==> config.mk <==
export PLATFORM = sky130hd
export DESIGN_NAME = wb_lsu_master
export DESIGN_NICKNAME = d
export VERILOG_FILES = /design/src/rtl/wb_lsu_master_pkg.sv /design/src/rtl/wb_lsu_master_lsu_lane_align.sv /design/src/rtl/wb_lsu_master.sv
export SDC_FILE = /design/constraint.sdc
export NUM_CORES = 1
export LEC_CHECK = 0
export CORE_MARGIN = 3
export CORE_UTILIZATION = 29
export CTS_CLUSTER_SIZE = 24
export DETAILED_ROUTE_END_ITERATION = 16
export DONT_BUFFER_PORTS = 1
export PLACE_DENSITY = 0.53
export RECOVER_POWER = 100
export SLEW_MARGIN = 20
export SYNTH_ARGS = -nofsm -noshare
export SYNTH_HDL_FRONTEND = slang
export SYNTH_HIERARCHICAL = 1
export SYNTH_SLANG_ARGS = --single-unit
==> constraint.sdc <==
create_clock -name clk -period 4.65 [get_ports clk]
set_clock_uncertainty 0.05 [all_clocks]
set_input_delay 1.1625 -clock clk [delete_from_list [all_inputs] [get_ports clk]]
set_output_delay 1.1625 -clock clk [all_outputs]
set_load 0.005 [all_outputs]
==> src/rtl/wb_lsu_master_pkg.sv <==
// -----------------------------------------------------------------------------
// wb_lsu_master_pkg
// Shared definitions for the load/store Wishbone initiator:
//   - RV32I load/store funct3 encodings
//   - FSM state encoding
//   - byte-lane geometry
//   - helpers for funct3 legality and natural-alignment checks
// -----------------------------------------------------------------------------
package wb_lsu_master_pkg;

  localparam int LANE_W    = 8;
  localparam int NUM_LANES = 4;

  // Load encodings
  localparam logic [2:0] F3_LB  = 3'b000;
  localparam logic [2:0] F3_LH  = 3'b001;
  localparam logic [2:0] F3_LW  = 3'b010;
  localparam logic [2:0] F3_LBU = 3'b100;
  localparam logic [2:0] F3_LHU = 3'b101;
  // Store encodings
  localparam logic [2:0] F3_SB  = 3'b000;
  localparam logic [2:0] F3_SH  = 3'b001;
  localparam logic [2:0] F3_SW  = 3'b010;

  typedef enum logic [1:0] {
    ST_IDLE = 2'd0,
    ST_REQ  = 2'd1,
    ST_WAIT = 2'd2,
    ST_RESP = 2'd3
  } lsu_state_e;

  function automatic logic funct3_legal(input logic store, input logic [2:0] f3);
    if (store) begin
      return (f3 == F3_SB) || (f3 == F3_SH) || (f3 == F3_SW);
    end
    return (f3 == F3_LB) || (f3 == F3_LH) || (f3 == F3_LW) ||
           (f3 == F3_LBU) || (f3 == F3_LHU);
  endfunction

  // f3[1:0] gives the access size for both loads and stores: 00 byte,
  // 01 half, 10 word.
  function automatic logic is_misaligned(input logic [2:0] f3, input logic [1:0] off);
    case (f3[1:0])
      2'b01:   return off[0];
      2'b10:   return off != 2'b00;
      default: return 1'b0;
    endcase
  endfunction

endpackage

==> src/rtl/wb_lsu_master_lsu_lane_align.sv <==
// -----------------------------------------------------------------------------
// lsu_lane_align
// Purely combinational byte-lane steering for a 32-bit data port.
//   funct3_i  access type (size in [1:0], unsigned load in [2])
//   store_i   1 = store, 0 = load
//   off_i     byte offset within the word (addr[1:0])
//   wdata_i   unshifted store data (rs2)
//   rdata_i   raw bus read data
//   sel_o     byte strobes (all lanes for loads)
//   wdata_o   store data replicated onto every lane it may occupy
//   rdata_o   selected and sign/zero-extended load data
// -----------------------------------------------------------------------------
module lsu_lane_align
  import wb_lsu_master_pkg::*;
(
  input  logic [2:0]  funct3_i,
  input  logic        store_i,
  input  logic [1:0]  off_i,
  input  logic [31:0] wdata_i,
  input  logic [31:0] rdata_i,
  output logic [3:0]  sel_o,
  output logic [31:0] wdata_o,
  output logic [31:0] rdata_o
);

  logic [LANE_W-1:0] lane_bytes [NUM_LANES];
  logic [7:0]        byte_sel;
  logic [15:0]       half_sel;

  genvar gi;
  generate
    for (gi = 0; gi < NUM_LANES; gi++) begin : g_lanes
      assign lane_bytes[gi] = rdata_i[gi*LANE_W +: LANE_W];
    end
  endgenerate

  assign byte_sel = lane_bytes[off_i];
  assign half_sel = off_i[1] ? rdata_i[31:16] : rdata_i[15:0];

  always_comb begin
    sel_o   = 4'b1111;
    wdata_o = 32'h0;
    if (store_i) begin
      case (funct3_i[1:0])
        2'b00: begin
          sel_o   = 4'b0001 << off_i;
          wdata_o = {4{wdata_i[7:0]}};
        end
        2'b01: begin
          sel_o   = 4'b0011 << off_i;
          wdata_o = {2{wdata_i[15:0]}};
        end
        default: begin
          sel_o   = 4'b1111;
          wdata_o = wdata_i;
        end
      endcase
    end
  end

  always_comb begin
    case (funct3_i)
      F3_LB:   rdata_o = {{24{byte_sel[7]}}, byte_sel};
      F3_LH:   rdata_o = {{16{half_sel[15]}}, half_sel};
      F3_LBU:  rdata_o = {24'h0, byte_sel};
      F3_LHU:  rdata_o = {16'h0, half_sel};
      default: rdata_o = rdata_i;
    endcase
  end

endmodule

==> src/rtl/wb_lsu_master.sv <==
// -----------------------------------------------------------------------------
// wb_lsu_master
// Single-outstanding load/store initiator on a pipelined Wishbone data port.
//   clk, rst (async, active-low)
//   req_*   pipeline request (req_ready high only while idle)
//   flush   abandons an access that is on the bus; no response is produced
//   resp_*  one-cycle completion pulse with extended load data / fault flags
//   wb_*    Wishbone initiator signals (cyc/stb/wr_en/addr/wr_data/wr_sel,
//           ack/stall/rd_data)
// Illegal funct3 and misaligned accesses are answered without touching the bus.
// Optional: define LSU_TIMEOUT_EN to abort a bus access that has not been
// acknowledged after TIMEOUT_CYCLES cycles in one bus state (resp_err=1).
// -----------------------------------------------------------------------------
module wb_lsu_master
  import wb_lsu_master_pkg::*;
#(
  parameter int ADDR_W         = 32,
  parameter int TIMEOUT_CYCLES = 255
) (
  input  logic              clk,
  input  logic              rst,
  input  logic              req_valid,
  output logic              req_ready,
  input  logic              req_store,
  input  logic [2:0]        req_funct3,
  input  logic [ADDR_W-1:0] req_addr,
  input  logic [31:0]       req_wdata,
  input  logic              flush,
  output logic              resp_valid,
  output logic [31:0]       resp_rdata,
  output logic              resp_misaligned,
  output logic              resp_err,
  output logic              wb_cyc,
  output logic              wb_stb,
  output logic              wb_wr_en,
  output logic [ADDR_W-1:0] wb_addr,
  output logic [31:0]       wb_wr_data,
  output logic [3:0]        wb_wr_sel,
  input  logic              wb_ack,
  input  logic              wb_stall,
  input  logic [31:0]       wb_rd_data
);

  lsu_state_e        state_q;
  logic              store_q;
  logic [2:0]        funct3_q;
  logic [ADDR_W-1:0] addr_q;
  logic              req_ready_q, cyc_q, stb_q, we_q;
  logic [31:0]       wr_data_q;
  logic [3:0]        sel_q;
  logic              resp_valid_q, resp_mis_q, resp_err_q;
  logic [31:0]       resp_rdata_q;

`ifdef LSU_TIMEOUT_EN
  localparam logic [15:0] TO_LIMIT = 16'(TIMEOUT_CYCLES - 1);
  logic [15:0] cnt_q;
`endif

  // While idle the aligner sees the incoming request (store lane steering);
  // afterwards it sees the captured request (load extension on ack).
  logic        idle;
  logic [2:0]  al_funct3;
  logic        al_store;
  logic [1:0]  al_off;
  logic [3:0]  al_sel;
  logic [31:0] al_wdata, al_rdata;

  assign idle      = (state_q == ST_IDLE);
  assign al_funct3 = idle ? req_funct3    : funct3_q;
  assign al_store  = idle ? req_store     : store_q;
  assign al_off    = idle ? req_addr[1:0] : addr_q[1:0];

  lsu_lane_align u_align (
    .funct3_i (al_funct3),
    .store_i  (al_store),
    .off_i    (al_off),
    .wdata_i  (req_wdata),
    .rdata_i  (wb_rd_data),
    .sel_o    (al_sel),
    .wdata_o  (al_wdata),
    .rdata_o  (al_rdata)
  );

  always_ff @(posedge clk or negedge rst) begin
    if (!rst) begin
      state_q      <= ST_IDLE;
      store_q      <= 1'b0;
      funct3_q     <= 3'b000;
      addr_q       <= '0;
      req_ready_q  <= 1'b1;
      cyc_q        <= 1'b0;
      stb_q        <= 1'b0;
      we_q         <= 1'b0;
      wr_data_q    <= 32'h0;
      sel_q        <= 4'h0;
      resp_valid_q <= 1'b0;
      resp_rdata_q <= 32'h0;
      resp_mis_q   <= 1'b0;
      resp_err_q   <= 1'b0;
`ifdef LSU_TIMEOUT_EN
      cnt_q        <= 16'h0;
`endif
    end else begin
      resp_valid_q <= 1'b0;
      case (state_q)
        ST_IDLE: begin
          // Any ack seen here belongs to a flushed access and is ignored.
          if (req_valid) begin
            store_q     <= req_store;
            funct3_q    <= req_funct3;
            addr_q      <= req_addr;
            req_ready_q <= 1'b0;
            if (!funct3_legal(req_store, req_funct3)) begin
              state_q      <= ST_RESP;
              resp_valid_q <= 1'b1;
              resp_err_q   <= 1'b1;
            end else if (is_misaligned(req_funct3, req_addr[1:0])) begin
              state_q      <= ST_RESP;
              resp_valid_q <= 1'b1;
              resp_mis_q   <= 1'b1;
            end else begin
              state_q   <= ST_REQ;
              cyc_q     <= 1'b1;
              stb_q     <= 1'b1;
              we_q      <= req_store;
              sel_q     <= al_sel;
              wr_data_q <= al_wdata;
`ifdef LSU_TIMEOUT_EN
              cnt_q     <= 16'h0;
`endif
            end
          end
        end
        ST_REQ: begin
          if (flush) begin
            state_q     <= ST_IDLE;
            cyc_q       <= 1'b0;
            stb_q       <= 1'b0;
            we_q        <= 1'b0;
            req_ready_q <= 1'b1;
          end else if (!wb_stall) begin
            stb_q <= 1'b0;
            if (wb_ack) begin
              state_q      <= ST_RESP;
              cyc_q        <= 1'b0;
              we_q         <= 1'b0;
              resp_valid_q <= 1'b1;
              resp_rdata_q <= store_q ? 32'h0 : al_rdata;
            end else begin
              state_q <= ST_WAIT;
`ifdef LSU_TIMEOUT_EN
              cnt_q   <= 16'h0;
`endif
            end
          end
`ifdef LSU_TIMEOUT_EN
          else if (cnt_q == TO_LIMIT) begin
            state_q      <= ST_RESP;
            cyc_q        <= 1'b0;
            stb_q        <= 1'b0;
            we_q         <= 1'b0;
            resp_valid_q <= 1'b1;
            resp_err_q   <= 1'b1;
            resp_rdata_q <= 32'h0;
          end else begin
            cnt_q <= cnt_q + 16'h1;
          end
`endif
        end
        ST_WAIT: begin
          if (flush) begin
            state_q     <= ST_IDLE;
            cyc_q       <= 1'b0;
            we_q        <= 1'b0;
            req_ready_q <= 1'b1;
          end else if (wb_ack) begin
            state_q      <= ST_RESP;
            cyc_q        <= 1'b0;
            we_q         <= 1'b0;
            resp_valid_q <= 1'b1;
            resp_rdata_q <= store_q ? 32'h0 : al_rdata;
          end
`ifdef LSU_TIMEOUT_EN
          else if (cnt_q == TO_LIMIT) begin
            state_q      <= ST_RESP;
            cyc_q        <= 1'b0;
            we_q         <= 1'b0;
            resp_valid_q <= 1'b1;
            resp_err_q   <= 1'b1;
            resp_rdata_q <= 32'h0;
          end else begin
            cnt_q <= cnt_q + 16'h1;
          end
`endif
        end
        ST_RESP: begin
          // Response fields read as zero whenever resp_valid is low.
          state_q      <= ST_IDLE;
          req_ready_q  <= 1'b1;
          resp_rdata_q <= 32'h0;
          resp_mis_q   <= 1'b0;
          resp_err_q   <= 1'b0;
        end
        default: begin
          state_q     <= ST_IDLE;
          req_ready_q <= 1'b1;
          cyc_q       <= 1'b0;
          stb_q       <= 1'b0;
        end
      endcase
    end
  end

  assign req_ready       = req_ready_q;
  assign resp_valid      = resp_valid_q;
  assign resp_rdata      = resp_rdata_q;
  assign resp_misaligned = resp_mis_q;
  assign resp_err        = resp_err_q;
  assign wb_cyc          = cyc_q;
  assign wb_stb          = stb_q;
  assign wb_wr_en        = we_q;
  assign wb_addr         = addr_q;
  assign wb_wr_data      = wr_data_q;
  assign wb_wr_sel       = sel_q;

endmodule

==> impl_summary.log <==
[metrics] final hold violation count: 0
[metrics] max capacitance violation total: 2
[metrics] # setup viols final: 0
[metrics] Worst-Skew Late Latency: 0.41 ns
[metrics] cts hold-fix bufs: 0
[metrics] total DRC errors in the routed layout: 0
[metrics] Crit path arrival time: 3.94 ns
[metrics] total via count in the routed design: 4549
[metrics] number of rows created at floorplan: 52
[metrics] share of cells above drive strength 1: 20.4%
[metrics] Core Box Area: 20600 sq um
[metrics] die width: 152 um
[metrics] syn nets: 714
[metrics] clock sinks: 113
[metrics] post-detailed-route count of antenna-violating nets: 0
[metrics] hold_ws: 0.395 ns
[metrics] Slowest-stage cell, CP: sky130_fd_sc_hd__clkbuf_1
[metrics] num ports: 213
[metrics] most instantiated flip-flop cell in the synthesis netlist: sky130_fd_sc_hd__dfrtp_1
[metrics] Ys Warns: 6
[metrics] wire length of the first global-routing pass: 28.6 mm
[metrics] Synth Register Bits: 113
[metrics] path class of the lowest-slack min-delay path: in -> async
[metrics] number of placed instances with taps included: 835
[metrics] post-route non-filler standard cell count: 867
[metrics] endpoint required time on the critical path: 4.88 ns
[metrics] vertical die dimension: 152 um
[metrics] count of inserted antenna diode cells: 0
[metrics] Synth area leaders: sky130_fd_sc_hd__dfrtp_1, sky130_fd_sc_hd__mux2_2, sky130_fd_sc_hd__nand2_1, sky130_fd_sc_hd__mux2i_1, sky130_fd_sc_hd__nand3_1
[metrics] fillers: 2166
[metrics] cts bufs inserted: 17
[metrics] areal power density over the cells: 789 nW/um^2
[metrics] nature of the critical path startpoint: input port
[metrics] DR pass1 iterations: 4
[metrics] vias per cell: 5.25
[metrics] count of input and output buffers: 0
[metrics] total leakage power: 0.00310 uW
[metrics] final slew viol count: 78
[metrics] most common cell after layout, fill and taps aside: sky130_fd_sc_hd__dfrtp_1
[metrics] share of the cycle needed by the critical path after routing: 79.8%
[metrics] sequential cell area fraction in the yosys report: 45.9%
[metrics] final global-route overflow total: 0
[metrics] antenna violations before repair: 0
[metrics] Setup Total Neg Slack: 0 ns
[metrics] area share of the leading cell type in the synthesized netlist: 45.4%
[metrics] wirelength, routed: 17.9 mm
[metrics] largest fanout on the critical path: 36
[metrics] placed wire-length estimate: 13.1 mm
[metrics] WS Path Type: in -> reg
[metrics] signed area change from the synthesized netlist to the final layout: 11.9%
[metrics] overall power: 5450 uW
[metrics] unrepaired setup endpoints after global routing: no
[metrics] number of DRC markers after the initial detailed-route iteration: 335
[metrics] number of resized instances in the post-cts repair step: 0
[metrics] Crit path max-delay family: buffers and inverters
[metrics] number of instances in the synthesized netlist: 600
[metrics] top achievable clock speed: 0.270 GHz
[metrics] commonest cells after routing, fill and taps aside: sky130_fd_sc_hd__dfrtp_1, sky130_fd_sc_hd__nand2_1, sky130_fd_sc_hd__mux2_2, sky130_fd_sc_hd__nand3_1, sky130_fd_sc_hd__o21ai_0
[metrics] slew at the pin closest to its max-slew limit: 2.06 ns
[metrics] post-synthesis area per instance: 10.3 sq um
[metrics] post-layout net count: 698
[metrics] Max transition margin: -37.4%
[metrics] crit path time final: 3.71 ns
[metrics] violations in the final reports: capacitance limit, slew limit
[metrics] vias in the first global route: 4878
[metrics] number of H-tree branching levels: 4
[metrics] overall die area: 23100 sq um
[metrics] largest vdd supply drop: 0.000232 V
[metrics] clock transition at the registers of the reported paths: 0.06 ns
[metrics] Clock Tree Root: sky130_fd_sc_hd__clkbuf_16
[metrics] Crit path largest cell delay: 1.48 ns
[metrics] cell breakdown of the critical path: inv_1 -> ha_1 -> o211ai_1 -> nand2_1 -> nor3_4 -> clkbuf_1 -> mux2_2
[metrics] kind of capture point of the worst setup path: flip-flop
[metrics] CTS Buffer Depth: 2
[metrics] routability-driven placement congestion ratio: 0.795
[metrics] sum of buffers and inverters on the critical path: 2
[metrics] Initial Utilization: 30.0%
[metrics] number of distinct library cell variants in the gate-level netlist after synthesis: 48
[metrics] All-Layer GR Usage: 15.5%
[metrics] FFs w/ async S/R, synth: 100%
[metrics] postcts setup bufs: 0
[metrics] WL per Instance: 20.7 um
[metrics] leading area contributor after synthesis: sky130_fd_sc_hd__dfrtp_1
[metrics] outcome: finished, violations left
[metrics] TritonCTS clock tree: yes
[metrics] number of synthesized flops with an enable pin: 0
[metrics] summed instance area of the synthesized netlist: 6170 sq um
[metrics] largest net degree at the start of global routing: 114
## synthesized netlist by cell type, types with 3 or more instances
cell type and number:
sky130_fd_sc_hd__a21boi_0 9, sky130_fd_sc_hd__a21o_1 3, sky130_fd_sc_hd__a21oi_1 9, sky130_fd_sc_hd__a22oi_1 9
sky130_fd_sc_hd__a2bb2oi_1 3, sky130_fd_sc_hd__and2_1 16, sky130_fd_sc_hd__buf_1 5, sky130_fd_sc_hd__buf_2 8
sky130_fd_sc_hd__buf_4 6, sky130_fd_sc_hd__buf_6 7, sky130_fd_sc_hd__clkbuf_1 15, sky130_fd_sc_hd__dfrtp_1 112
sky130_fd_sc_hd__ha_1 8, sky130_fd_sc_hd__inv_1 17, sky130_fd_sc_hd__mux2_2 82, sky130_fd_sc_hd__mux2i_1 22
sky130_fd_sc_hd__nand2_1 110, sky130_fd_sc_hd__nand3_1 35, sky130_fd_sc_hd__nand3b_1 5, sky130_fd_sc_hd__nor2_1 18
sky130_fd_sc_hd__nor2b_1 22, sky130_fd_sc_hd__o21ai_0 24, sky130_fd_sc_hd__o221ai_1 4, sky130_fd_sc_hd__o221ai_2 5
sky130_fd_sc_hd__o22a_1 3, sky130_fd_sc_hd__o22ai_1 15
## final timing paths
check | slack (ns) | depth (start not counted) | start | to
min | 0.40 | 0 | rst | wb_addr[16]$_DFFE_PN0P_
min in group clk | 0.44 | 2 | resp_rdata[10]$_DFFE_PN0P_ | resp_rdata[10]$_DFFE_PN0P_
max | 0.94 | 7 | req_funct3[0] | wb_wr_sel[0]$_DFFE_PN0P_
max in group asynchronous | 3.94 | 0 | rst | req_ready$_DFFE_PN1P_
max reg2reg | 1.12 | 6 | state_q[1]$_DFFE_PN0P_ | wb_wr_sel[0]$_DFFE_PN0P_
min reg2reg | 0.44 | 2 | resp_rdata[10]$_DFFE_PN0P_ | resp_rdata[10]$_DFFE_PN0P_
## registers in the layout, indices dropped and copies added (netlist names)
signal	cells
resp_valid	1
wb_wr_en	1
state_q	2
req_ready	1
resp_err	1
resp_misaligned	1
wb_wr_sel	4
funct3_q	3
wb_wr_data	32
resp_rdata	32
store_q	1
wb_cyc	1
wb_addr	32
wb_stb	1
## where the power goes
group / total (uW) / switching [uW] / leakage, uW / internal (uW)
logic: 2300 / 1310 / 0.00139 / 987
clock network: 1380 / 455 / 0.000296 / 922
registers: 1780 / 356 / 0.00141 / 1420
total: 5450 / 2120 / 0.00310 / 3330
## cells by family (layout without fill, tap and decap cells)
kind of cell | Yosys count | in the layout | share of synthesized area [%]
flip-flops | 113 | 113 | 45.9
AND/OR/NAND/NOR | 212 | 212 | 15.9
AO/OA/AOI/OAI | 99 | 99 | 11.9
buffers and inverters | 59 | 56 | 4.97
adder cells (fa/ha/maj) | 8 | 8 | 1.62
multiplexers | 109 | 109 | 19.8
## layer usage
layer / GRT usage (%) / share of wire, % / vias up
met1: 18.3 / 40 / 2244
met4: 6.12 / 2.4 / 0
met2: 24.6 / 47 / 202
met5: 0 / 0 / -
li1: - / - / 2069
met3: 7.37 / 11 / 34
## cell type report
| type | instances | area [sq um] | share of cell area [%] |
|---|---|---|---|
| Clock inverter | 10 | 158 | 2.28 |
| Multi-Input combinational cell | 428 | 3010 | 43.6 |
| Timing Repair Buffer | 6 | 37.5 | 0.543 |
| Sequential cell | 113 | 2830 | 41.0 |
| Clock buffer | 22 | 464 | 6.72 |
| Tap cell | 270 | 338 | 4.89 |
| Inverter | 18 | 67.6 | 0.978 |
## metrics by stage
step                      util [%]  area, sq um  setup slack [ns]
after floorplan                  -         6170              1.85
after CTS                     33.8         6950              1.54
after detailed placement      30.8         6320              1.57
after global placement        30.8         6320              1.64
final                         33.6         6910             0.941
after global routing          33.6         6910             0.731
Power figures use the tool's default switching activity.
